`src/rtl/id_ex_stage.sv`:
```
// ID/EX pipeline register: 1-cycle latency, resolves the destination register and counts inserted bubbles.
// Backpressure: combinational Stall holds PC and IF/ID for one cycle on a load-use hazard, and Flush squashes decode.
// Load-use detection is built only when ID_EX_HAZARD_DETECT_EN is defined; otherwise Stall is tied low.
`timescale 1ns/1ps
module id_ex_stage #(
  parameter int DATA_WIDTH = 32,
  parameter int CNT_WIDTH  = 16
) (
  input  logic                  clk,
  input  logic                  reset,
  input  logic                  Flush,
  input  logic                  ID_Jump,
  input  logic                  ID_RegDst,
  input  logic                  ID_BranchEQ,
  input  logic                  ID_BranchNE,
  input  logic                  ID_MemRead,
  input  logic                  ID_MemtoReg,
  input  logic                  ID_MemWrite,
  input  logic                  ID_ALUSrc,
  input  logic                  ID_RegWrite,
  input  logic [2:0]            ID_ALUOp,
  input  logic [4:0]            ID_Rs,
  input  logic [4:0]            ID_Rt,
  input  logic [4:0]            ID_Rd,
  input  logic [DATA_WIDTH-1:0] ID_ReadData1,
  input  logic [DATA_WIDTH-1:0] ID_ReadData2,
  input  logic [DATA_WIDTH-1:0] ID_SignExtImm,
  input  logic [DATA_WIDTH-1:0] ID_PC4,
  output logic                  EX_Jump,
  output logic                  EX_RegDst,
  output logic                  EX_BranchEQ,
  output logic                  EX_BranchNE,
  output logic                  EX_MemRead,
  output logic                  EX_MemtoReg,
  output logic                  EX_MemWrite,
  output logic                  EX_ALUSrc,
  output logic                  EX_RegWrite,
  output logic [2:0]            EX_ALUOp,
  output logic [4:0]            EX_Rs,
  output logic [4:0]            EX_Rt,
  output logic [4:0]            EX_Rd,
  output logic [DATA_WIDTH-1:0] EX_ReadData1,
  output logic [DATA_WIDTH-1:0] EX_ReadData2,
  output logic [DATA_WIDTH-1:0] EX_SignExtImm,
  output logic [DATA_WIDTH-1:0] EX_PC4,
  output logic [4:0]            EX_WriteReg,
  output logic                  EX_Valid,
  output logic                  Stall,
  output logic [CNT_WIDTH-1:0]  BubbleCount
);

  typedef struct packed {
    logic       jump;
    logic       regDst;
    logic       branchEq;
    logic       branchNe;
    logic       memRead;
    logic       memtoReg;
    logic       memWrite;
    logic       aluSrc;
    logic       regWrite;
    logic [2:0] aluOp;
  } ctrl_t;

  typedef struct packed {
    logic [4:0]            rs;
    logic [4:0]            rt;
    logic [4:0]            rd;
    logic [DATA_WIDTH-1:0] readData1;
    logic [DATA_WIDTH-1:0] readData2;
    logic [DATA_WIDTH-1:0] signExtImm;
    logic [DATA_WIDTH-1:0] pc4;
  } data_t;

  ctrl_t idCtrl, exCtrl;
  data_t idData, exData;
  logic  [4:0] idWriteReg, exWriteReg;
  logic  exValid;
  logic  [CNT_WIDTH-1:0] bubbleCnt;
  logic  hazard;
  logic  loadBubble;

  assign idCtrl = '{jump: ID_Jump, regDst: ID_RegDst, branchEq: ID_BranchEQ,
                    branchNe: ID_BranchNE, memRead: ID_MemRead, memtoReg: ID_MemtoReg,
                    memWrite: ID_MemWrite, aluSrc: ID_ALUSrc, regWrite: ID_RegWrite,
                    aluOp: ID_ALUOp};

  assign idData = '{rs: ID_Rs, rt: ID_Rt, rd: ID_Rd, readData1: ID_ReadData1,
                    readData2: ID_ReadData2, signExtImm: ID_SignExtImm, pc4: ID_PC4};

`ifdef ID_EX_HAZARD_DETECT_EN
  // Both source fields are compared regardless of opcode; a spurious stall only costs a cycle.
  assign hazard = exCtrl.memRead & exValid & (exData.rt != 5'd0) &
                  ((exData.rt == ID_Rs) | (exData.rt == ID_Rt));
`else
  assign hazard = 1'b0;
`endif

  // Flush wins: the dependent instruction is being discarded, so upstream need not hold it.
  assign Stall      = hazard & ~Flush;
  assign loadBubble = Flush | hazard;

  always_comb begin
    idWriteReg = ID_Rt;
    if (ID_Jump && ID_RegWrite) begin
      idWriteReg = 5'd31;
    end else if (ID_RegDst) begin
      idWriteReg = ID_Rd;
    end
  end

  always_ff @(posedge clk or negedge reset) begin
    if (!reset) begin
      exCtrl     <= '0;
      exData     <= '0;
      exWriteReg <= 5'd0;
      exValid    <= 1'b0;
      bubbleCnt  <= '0;
    end else begin
      exData <= idData;
      if (loadBubble) begin
        exCtrl     <= '0;
        exWriteReg <= 5'd0;
        exValid    <= 1'b0;
        if (bubbleCnt != {CNT_WIDTH{1'b1}}) begin
          bubbleCnt <= bubbleCnt + 1'b1;
        end
      end else begin
        exCtrl     <= idCtrl;
        exWriteReg <= idWriteReg;
        exValid    <= 1'b1;
      end
    end
  end

  assign EX_Jump       = exCtrl.jump;
  assign EX_RegDst     = exCtrl.regDst;
  assign EX_BranchEQ   = exCtrl.branchEq;
  assign EX_BranchNE   = exCtrl.branchNe;
  assign EX_MemRead    = exCtrl.memRead;
  assign EX_MemtoReg   = exCtrl.memtoReg;
  assign EX_MemWrite   = exCtrl.memWrite;
  assign EX_ALUSrc     = exCtrl.aluSrc;
  assign EX_RegWrite   = exCtrl.regWrite;
  assign EX_ALUOp      = exCtrl.aluOp;
  assign EX_Rs         = exData.rs;
  assign EX_Rt         = exData.rt;
  assign EX_Rd         = exData.rd;
  assign EX_ReadData1  = exData.readData1;
  assign EX_ReadData2  = exData.readData2;
  assign EX_SignExtImm = exData.signExtImm;
  assign EX_PC4        = exData.pc4;
  assign EX_WriteReg   = exWriteReg;
  assign EX_Valid      = exValid;
  assign BubbleCount   = bubbleCnt;

endmodule

```
`config.mk`:
```
export PLATFORM = sky130hd
export DESIGN_NAME = id_ex_stage
export DESIGN_NICKNAME = d
export VERILOG_FILES = /design/src/rtl/id_ex_stage.sv
export SDC_FILE = /design/constraint.sdc
export NUM_CORES = 1
export LEC_CHECK = 0
export BUFFER_PORTS_ARGS = -buffer_cell sky130_fd_sc_hd__buf_2
export CORE_AREA = 5 5 128 130
export DETAILED_ROUTE_END_ITERATION = 6
export DIE_AREA = 0 0 133 135
export HOLD_SLACK_MARGIN = 0.05
export PLACE_DENSITY_LB_ADDON = 0.3
export SLEW_MARGIN = 20
export SYNTH_ARGS = -nofsm -noshare
export SYNTH_HDL_FRONTEND = slang
export SYNTH_SLANG_ARGS = --single-unit
```
`constraint.sdc`:
```
create_clock -name clk -period 1.8 [get_ports clk]
set_clock_uncertainty 0.1 [all_clocks]
set_input_delay 0.09 -clock clk [delete_from_list [all_inputs] [get_ports clk]]
set_output_delay 0.09 -clock clk [all_outputs]
set_load 0.03 [all_outputs]
```
==> results of run 1 <==
-- cells by family after synthesis --
group | share of synthesized area [%]
flip-flops | 87.6
AND/OR/NAND/NOR | 6.21
AO/OA/AOI/OAI | 1.96
XOR/XNOR | 2.08
buffers and inverters | 0.594
multiplexers | 1.21
adder cells (fa/ha/maj) | 0.247
other | 0.0742
-- metrics by stage --
step	setup slack (ps)	area [µm²]	hold slack (ps)
after floorplan	23.6	5060	-306
after global placement	172	7040	-30.1
after detailed placement	86.5	7040	-22.4
==> metrics, run 1 <==
Syn Inst Count 266; most common cell in the netlist dfrtp_1; area leader, netlist dfrtp_1; number of synthesized flops with an enable pin 0; Synth Warn # 0; ys flop type dfrtp_1; CTS root buf clkbuf_16; hpwl dp 11.6 mm; IO Port Bufs 334; library cells used by synthesis 31; Synth area leaders dfrtp_1, nor2b_1, xnor2_1; hold-fix buffer count after cts about 170; starting density of the core roughly 34%; first error [ERROR RSZ-0060] Max buffer count reached.; CTS Sinks 177; #FFs+latches synth 177; outcome stopped before the end; Syn Nets roughly 430; I/O pins between 300 and 400; total CTS buffers 17; share of the synthesized area in the top cell type 87.6%; RD Place Congestion about 0.83; Stop stage clock tree synthesis; CTS H-tree lvls 4; Mapped Area just over 0.005 mm²; asr flop ratio synth 100%; list of most frequent post-synthesis cells dfrtp_1, nor2b_1, a21oi_1; CTS Buffer Depth 2; syn avg cell area 19.0 µm²; Post-CTS Setup Bufs 0; die width between 100 and 150 µm; Row Count 45; placed cells 791; Vert. Die Dim about 140 µm; post-cts resize count 0; register area share after synthesis 87.6%
==> inputs of run 2 (changes only) <==
CORE_AREA = unset   (was 5 5 128 130)
CORE_MARGIN = 5   (was unset)
CORE_UTILIZATION = 28   (was unset)
DIE_AREA = unset   (was 0 0 133 135)
HOLD_SLACK_MARGIN = unset   (was 0.05)
PLACE_DENSITY_LB_ADDON = 0.15   (was 0.3)
==> run 2 against run 1 <==
The flow now finishes without violations. Synthesized cell count stayed put. Area after synthesis is the same.
==> metrics, run 2 <==
commonest non-fill, non-tap cell in the layout buf_2; die width 144 µm (+8.5%); area leader, netlist dfrtp_1; IO Port Bufs 334 (unchanged); slowest cell on the critical path dfrtp_1; max-slew violations 0; commonest cells after routing, fill and taps aside buf_2, dfrtp_1, dlygate4sd3_1; post-synthesis adder-cell area fraction 0.248% (unchanged); syn avg cell area 19.0 µm² (unchanged); Worst EP required ~2000 ps; pre-CTS WS 138 ps (+52.0 ps); most common cell in the netlist dfrtp_1; CP endpoint BubbleCount[1]$_DFFE_PN0P_; Max IR drop VDD ~0.69 mV; list of most frequent post-synthesis cells dfrtp_1, nor2b_1, a21oi_1; crit-path max FO 5; asr flop ratio synth 100% (unchanged); hpwl dp 11.7 mm (+1.3%); Hold Path Class primary input to asynchronous set/reset pin; Reg area 0.00443 mm²; Worst EP arrival around 1900 ps; CTS root buf clkbuf_16; Vert. Die Dim 144 µm (+6.9%); startpoint types flip-flop; grt ovf 0; R2R Path End BubbleCount[1]$_DFFE_PN0P_; RSZ-0062 raised after global routing false; Synth Warn # 0 (unchanged); count of final setup violators 0; Hold Slack about 50 ps; CTS Sinks 177 (unchanged); wire length per cell between 15 and 20 µm; Multi-input gate area approximately 600 µm²; Row Count 49 (+8.9%); starting density of the core 28.3% (-5.3 points); ys flop type dfrtp_1; core footprint approximately 0.018 mm²; Syn Nets 425 (unchanged); CTS tree done; Final min period between 1500 and 2000 ps; delay-heaviest family, CP simple AND/OR/NAND/NOR gates; largest net degree at the start of global routing 54; Nets about 940; first-pass GRT wire length ~24 mm; setup TNS 0 ps; post-synthesis mux area share 1.21% (unchanged); clk_lat worst skew between 400 and 500 ps; 1st-iter DRT viols 83; CTS H-tree lvls 4 (unchanged); Reg2Reg Setup Slack ~110 ps; CP Capture Type flip-flop; routed vias/inst between 3 and 4; crit path from BubbleCount[14]$_DFFE_PN0P_; Cell Area, Placed 0.00709 mm² (+0.62%); share of the synthesized area in the top cell type 87.6% (unchanged); GRT Total Usage 14.9%; Fill cells roughly 1500; initial antenna violation count 1; XOR/XNOR Fraction of Synth Area 2.08% (unchanged); RD Place Congestion 0.788 (-5.0%); RR Startpoint BubbleCount[14]$_DFFE_PN0P_; Buf/Inv on CP 0; final WL 16.1 mm; stages on the worst setup path 4; DRT antenna net count 0; vias approximately 4100; share of cells above drive strength 1 just under 50%; number of synthesized flops with an enable pin 0 (unchanged); outcome completed; # diodes 0; R2R depth 4; 1st-pass router iterations 4; largest family of logic cells by synthesized area simple AND/OR/NAND/NOR gates; #FFs+latches synth 177 (unchanged); Final Power 9.98 mW; Syn Inst Count 266 (unchanged); post-cts resize count 0 (unchanged); Reg clk slew, reported paths approximately 70 ps; final core utilization between 50 and 60%; library cells used by synthesis 31 (unchanged); final hold vios 0; Mapped Area 0.00505 mm² (unchanged); Post-Synth Simple-Gate Area 6.21% (unchanged); complex-gate fraction of the synthesized area 1.96% (unchanged); Tcrit/Tclk final a little over nine tenths; Leak about 4.7 nW; fin cells roughly 1000; area delta synth->final 84.0%; register area share after synthesis 87.6% (unchanged); PwrDens about 1100 mW/mm²; number of global-route vias before repair approximately 4500; Final Cell Area 0.00930 mm²; Critical Path, Cell by Cell nand4_1, nor3_1, a21o_2, mux2_2; CP Class flip-flop to flip-flop; total CTS buffers 17 (unchanged); placed cells 831 (+5.1%); MaxCap Viol Count 0; drc violations 0; I/O pins 336 (unchanged); Fmax between 0.5 and 0.6 GHz; die area 0.0208 mm²; CTS Buffer Depth 2 (unchanged); setup ws final 111 ps; Synth area leaders dfrtp_1, nor2b_1, xnor2_1; critical path's largest stage delay ~430 ps
[run 2: cell counts after synthesis]
No cell type changed its count.
[run 2: report_power, final]
part	total [mW]	switching [mW]	internal, mW
clock	3.97	1.65	2.32
combinational	1.61	0.974	0.636
sequential	4.40	0.156	4.24
total	9.98	2.78	7.20
[run 2: layout make-up]
type	instances	share of cell area, %
Sequential cell	177	47.7
Timing Repair Buffer	497	35.8
Multi-Input combinational cell	82	6.40
Clock buffer	19	4.87
Tap cell	229	3.08
Clock inverter	13	2.04
Inverter	3	0.121
[run 2: cell families after synthesis]
group / count (synthesis)
AND/OR/NAND/NOR: 47
multiplexers: 6
other: 1
buffers and inverters: 7
AO/OA/AOI/OAI: 15
adder cells (fa/ha/maj): 1
XOR/XNOR: 12
flip-flops: 177
[run 2: layer usage]
| metal | global-route usage (%) | wire (µm) | vias to the layer above |
|---|---|---|---|
| li1 | - | - | 1894 |
| met1 | 16.0 | 5520 | 1953 |
| met2 | 27.0 | 8770 | 177 |
| met3 | 4.56 | 1420 | 28 |
| met4 | 6.23 | 347 | 2 |
| met5 | 0 | 19 | - |
[run 2: timing repair]
item / CTS / global route
setup buffers: 0 / 0
hold endpoints to repair: 339 / 0
hold buffers: 157 / 0
[run 2: worst min path at each step]
stage / startpoint / to / slack (ps) / depth (start not counted)
2_1_floorplan: reset / BubbleCount[0]$_DFFE_PN0P_ / -310 / 0
3_3_place_gp: reset / EX_PC4[19]$_DFF_PN0_ / -70 / 1
3_5_place_dp: reset / EX_PC4[3]$_DFF_PN0_ / -60 / 1
4_1_cts: reset / EX_PC4[3]$_DFF_PN0_ / 50 / 2
5_1_grt: reset / EX_SignExtImm[11]$_DFF_PN0_ / 90 / 2
6_report: reset / EX_PC4[3]$_DFF_PN0_ / 50 / 2
Note: power is estimated with default switching activity, not from simulation.
==> inputs of run 3 (changes only) <==
CELL_PAD_IN_SITES_DETAIL_PLACEMENT = 1   (was unset)
CELL_PAD_IN_SITES_GLOBAL_PLACEMENT = 1   (was unset)
GPL_TIMING_DRIVEN = 0   (was unset)
SLEW_MARGIN = unset   (was 20)
==> run 3 against run 2 <==
Register-to-register slack worse by 20 ps. Sequential power about the same. Non-clock buffer count fell by 2. Critical endpoint unchanged. Flip-flop and latch count did not move. Largest power group unchanged. Core utilization decreased by 0.46 points. Routed wire length rose by 27%. Worst setup slack worse by 21 ps. Critical path type unchanged. Largest cell class unchanged. Hold slack better by 130 ps. Highest routed layer is now met4.
==> metrics, run 3 (synthesized netlist as in run 2, its figures left out) <==
final hold vios 0 (unchanged); Cell Area, Placed 0.00705 mm² (-0.53%); first-pass GRT wire length 29.3 mm (+24%); GRT Total Usage 19.2% (+4.3 points); CTS Buffer Depth 2 (unchanged); drc violations 0 (unchanged); initial antenna violation count 0 (-1); IO Port Bufs 333 (-0.30%); critical path's largest stage delay 400 ps (-30 ps); Tightest Pin Transition 666 ps; die width 144 µm (unchanged); RR Startpoint BubbleCount[0]$_DFFE_PN0P_; max-slew violations 0 (unchanged); wire length per cell 20.1 µm (+27%); area delta synth->final 82.4%; Max-slew headroom 55.6%; slowest cell on the critical path dfrtp_2; Fmax 0.585 GHz (-1.2%); Row Count 49 (unchanged); crit path from BubbleCount[0]$_DFFE_PN0P_; Vert. Die Dim 144 µm (unchanged); total CTS buffers 17 (unchanged); CTS root buf clkbuf_16; startpoint types flip-flop; Max IR drop VDD 0.689 mV (+0.40%); Post-CTS Setup Bufs 0 (unchanged); final core utilization 51.7% (-0.46 points); commonest non-fill, non-tap cell in the layout buf_2; Worst EP required 2010 ps (about the same); hpwl dp 13.5 mm (+15%); crit-path max FO 5 (unchanged); CTS H-tree lvls 4 (unchanged); fin cells 1018 (-0.20%); I/O pins 336 (unchanged); routed vias/inst 4.10 (+3.2%); core footprint 0.0178 mm² (unchanged); placed cells 829 (-0.24%); commonest cells after routing, fill and taps aside buf_2, dfrtp_1, dlygate4sd3_1; 1st-pass router iterations 4 (unchanged); grt ovf 0 (unchanged); final WL 20.4 mm (+27%); MaxCap Viol Count 0 (unchanged); Critical Path, Cell by Cell ha_1, nand3_2, nor2_4, a21o_2, mux2_2; RD Place Congestion 0.758 (-3.8%); share of cells above drive strength 1 48.3% (-0.13 points); Final min period 1710 ps (+20.7 ps); Hold Path Class primary input to asynchronous set/reset pin; Tcrit/Tclk final 95.0% (+1.2 points); Leak 4.62 nW (-1.2%); 1st-iter DRT viols 94 (+13%); CTS Sinks 177 (unchanged); CTS tree done; Nets 935 (-0.21%); count of final setup violators 0 (unchanged); largest net degree at the start of global routing 92 (+70%); RSZ-0062 raised after global routing false; Hold Slack 179 ps (+130 ps); Worst EP arrival 1920 ps (+20 ps); clk_lat worst skew 420 ps (about the same); CP Class flip-flop to flip-flop; PwrDens 1050 mW/mm² (-2.0%); die area 0.0208 mm² (unchanged); number of global-route vias before repair 4988 (+10%); vias 4177 (+3.0%); # diodes 0 (unchanged); starting density of the core 28.3% (unchanged); outcome completed; Final Cell Area 0.00922 mm² (-0.89%); Reg clk slew, reported paths 80 ps (about the same); Fill cells 1875 (+22%); DRT antenna net count 0 (unchanged); CP Capture Type flip-flop
-- run 3: worst max-delay path, delay by kind of cell, from the launching register on --
| family | cells | cell delay, ps |
|---|---|---|
| flops | 1 | 400 |
| simple gates | 2 | 360 |
| mux | 1 | 330 |
| fa+ha+maj | 1 | 250 |
| compound gates | 1 | 160 |
-- run 3: repair_timing --
action,in CTS,in global routing
hold buffers,157,0
setup endpoints to repair,1,1
hold endpoints to repair,248,0
resized for setup,2,3
-- run 3: cell type report --
class / instances / area (µm²) / share of cell area (%)
multi-input cells: 82 / 618 / 6.71
clock inverters: 13 / 133 / 1.44
well taps: 229 / 287 / 3.11
plain buffers: 4 / 18.8 / 0.204
flip-flops and latches: 177 / 4430 / 48.1
repair buffers: 491 / 3280 / 35.5
inverters: 3 / 11.3 / 0.122
clock buffers: 19 / 443 / 4.81
-- run 3: metrics by stage --
step | TNS [ps] | power [mW] | worst slack, ps
floorplan | 0 | 5.19 | 23.6
global placement | -374150 | 5.79 | -2440
detailed placement | -66.1 | 5.84 | -66.1
CTS | 0 | 9.75 | 33.6
global route | 0 | 10.1 | 4.11
finish | 0 | 9.69 | 90.2
-- run 3: per-layer routing --
layer	global-route usage (%)	wire, µm
met4	8.00	574
met1	18.9	6630
met3	6.45	1690
met5	0	0
met2	36.3	11600
-- run 3: path summary, 6_finish.rpt --
| check | to | slack [ps] | cells after the start |
|---|---|---|---|
| max reg2reg | BubbleCount[1]$_DFFE_PN0P_ | 90 | 5 |
| max | BubbleCount[1]$_DFFE_PN0P_ | 90 | 5 |
| min reg2reg | BubbleCount[0]$_DFFE_PN0P_ | 400 | 1 |
| max in group asynchronous | BubbleCount[13]$_DFFE_PN0P_ | 520 | 3 |
| min | EX_ReadData1[19]$_DFF_PN0_ | 180 | 2 |
| min in group clk | EX_PC4[23]$_DFF_PN0_ | 200 | 2 |
-- run 3: power breakdown --
group	internal, mW	switching [mW]
registers	4.24	0.181
clock network	1.89	1.74
logic	0.633	1.01
total	6.76	2.93
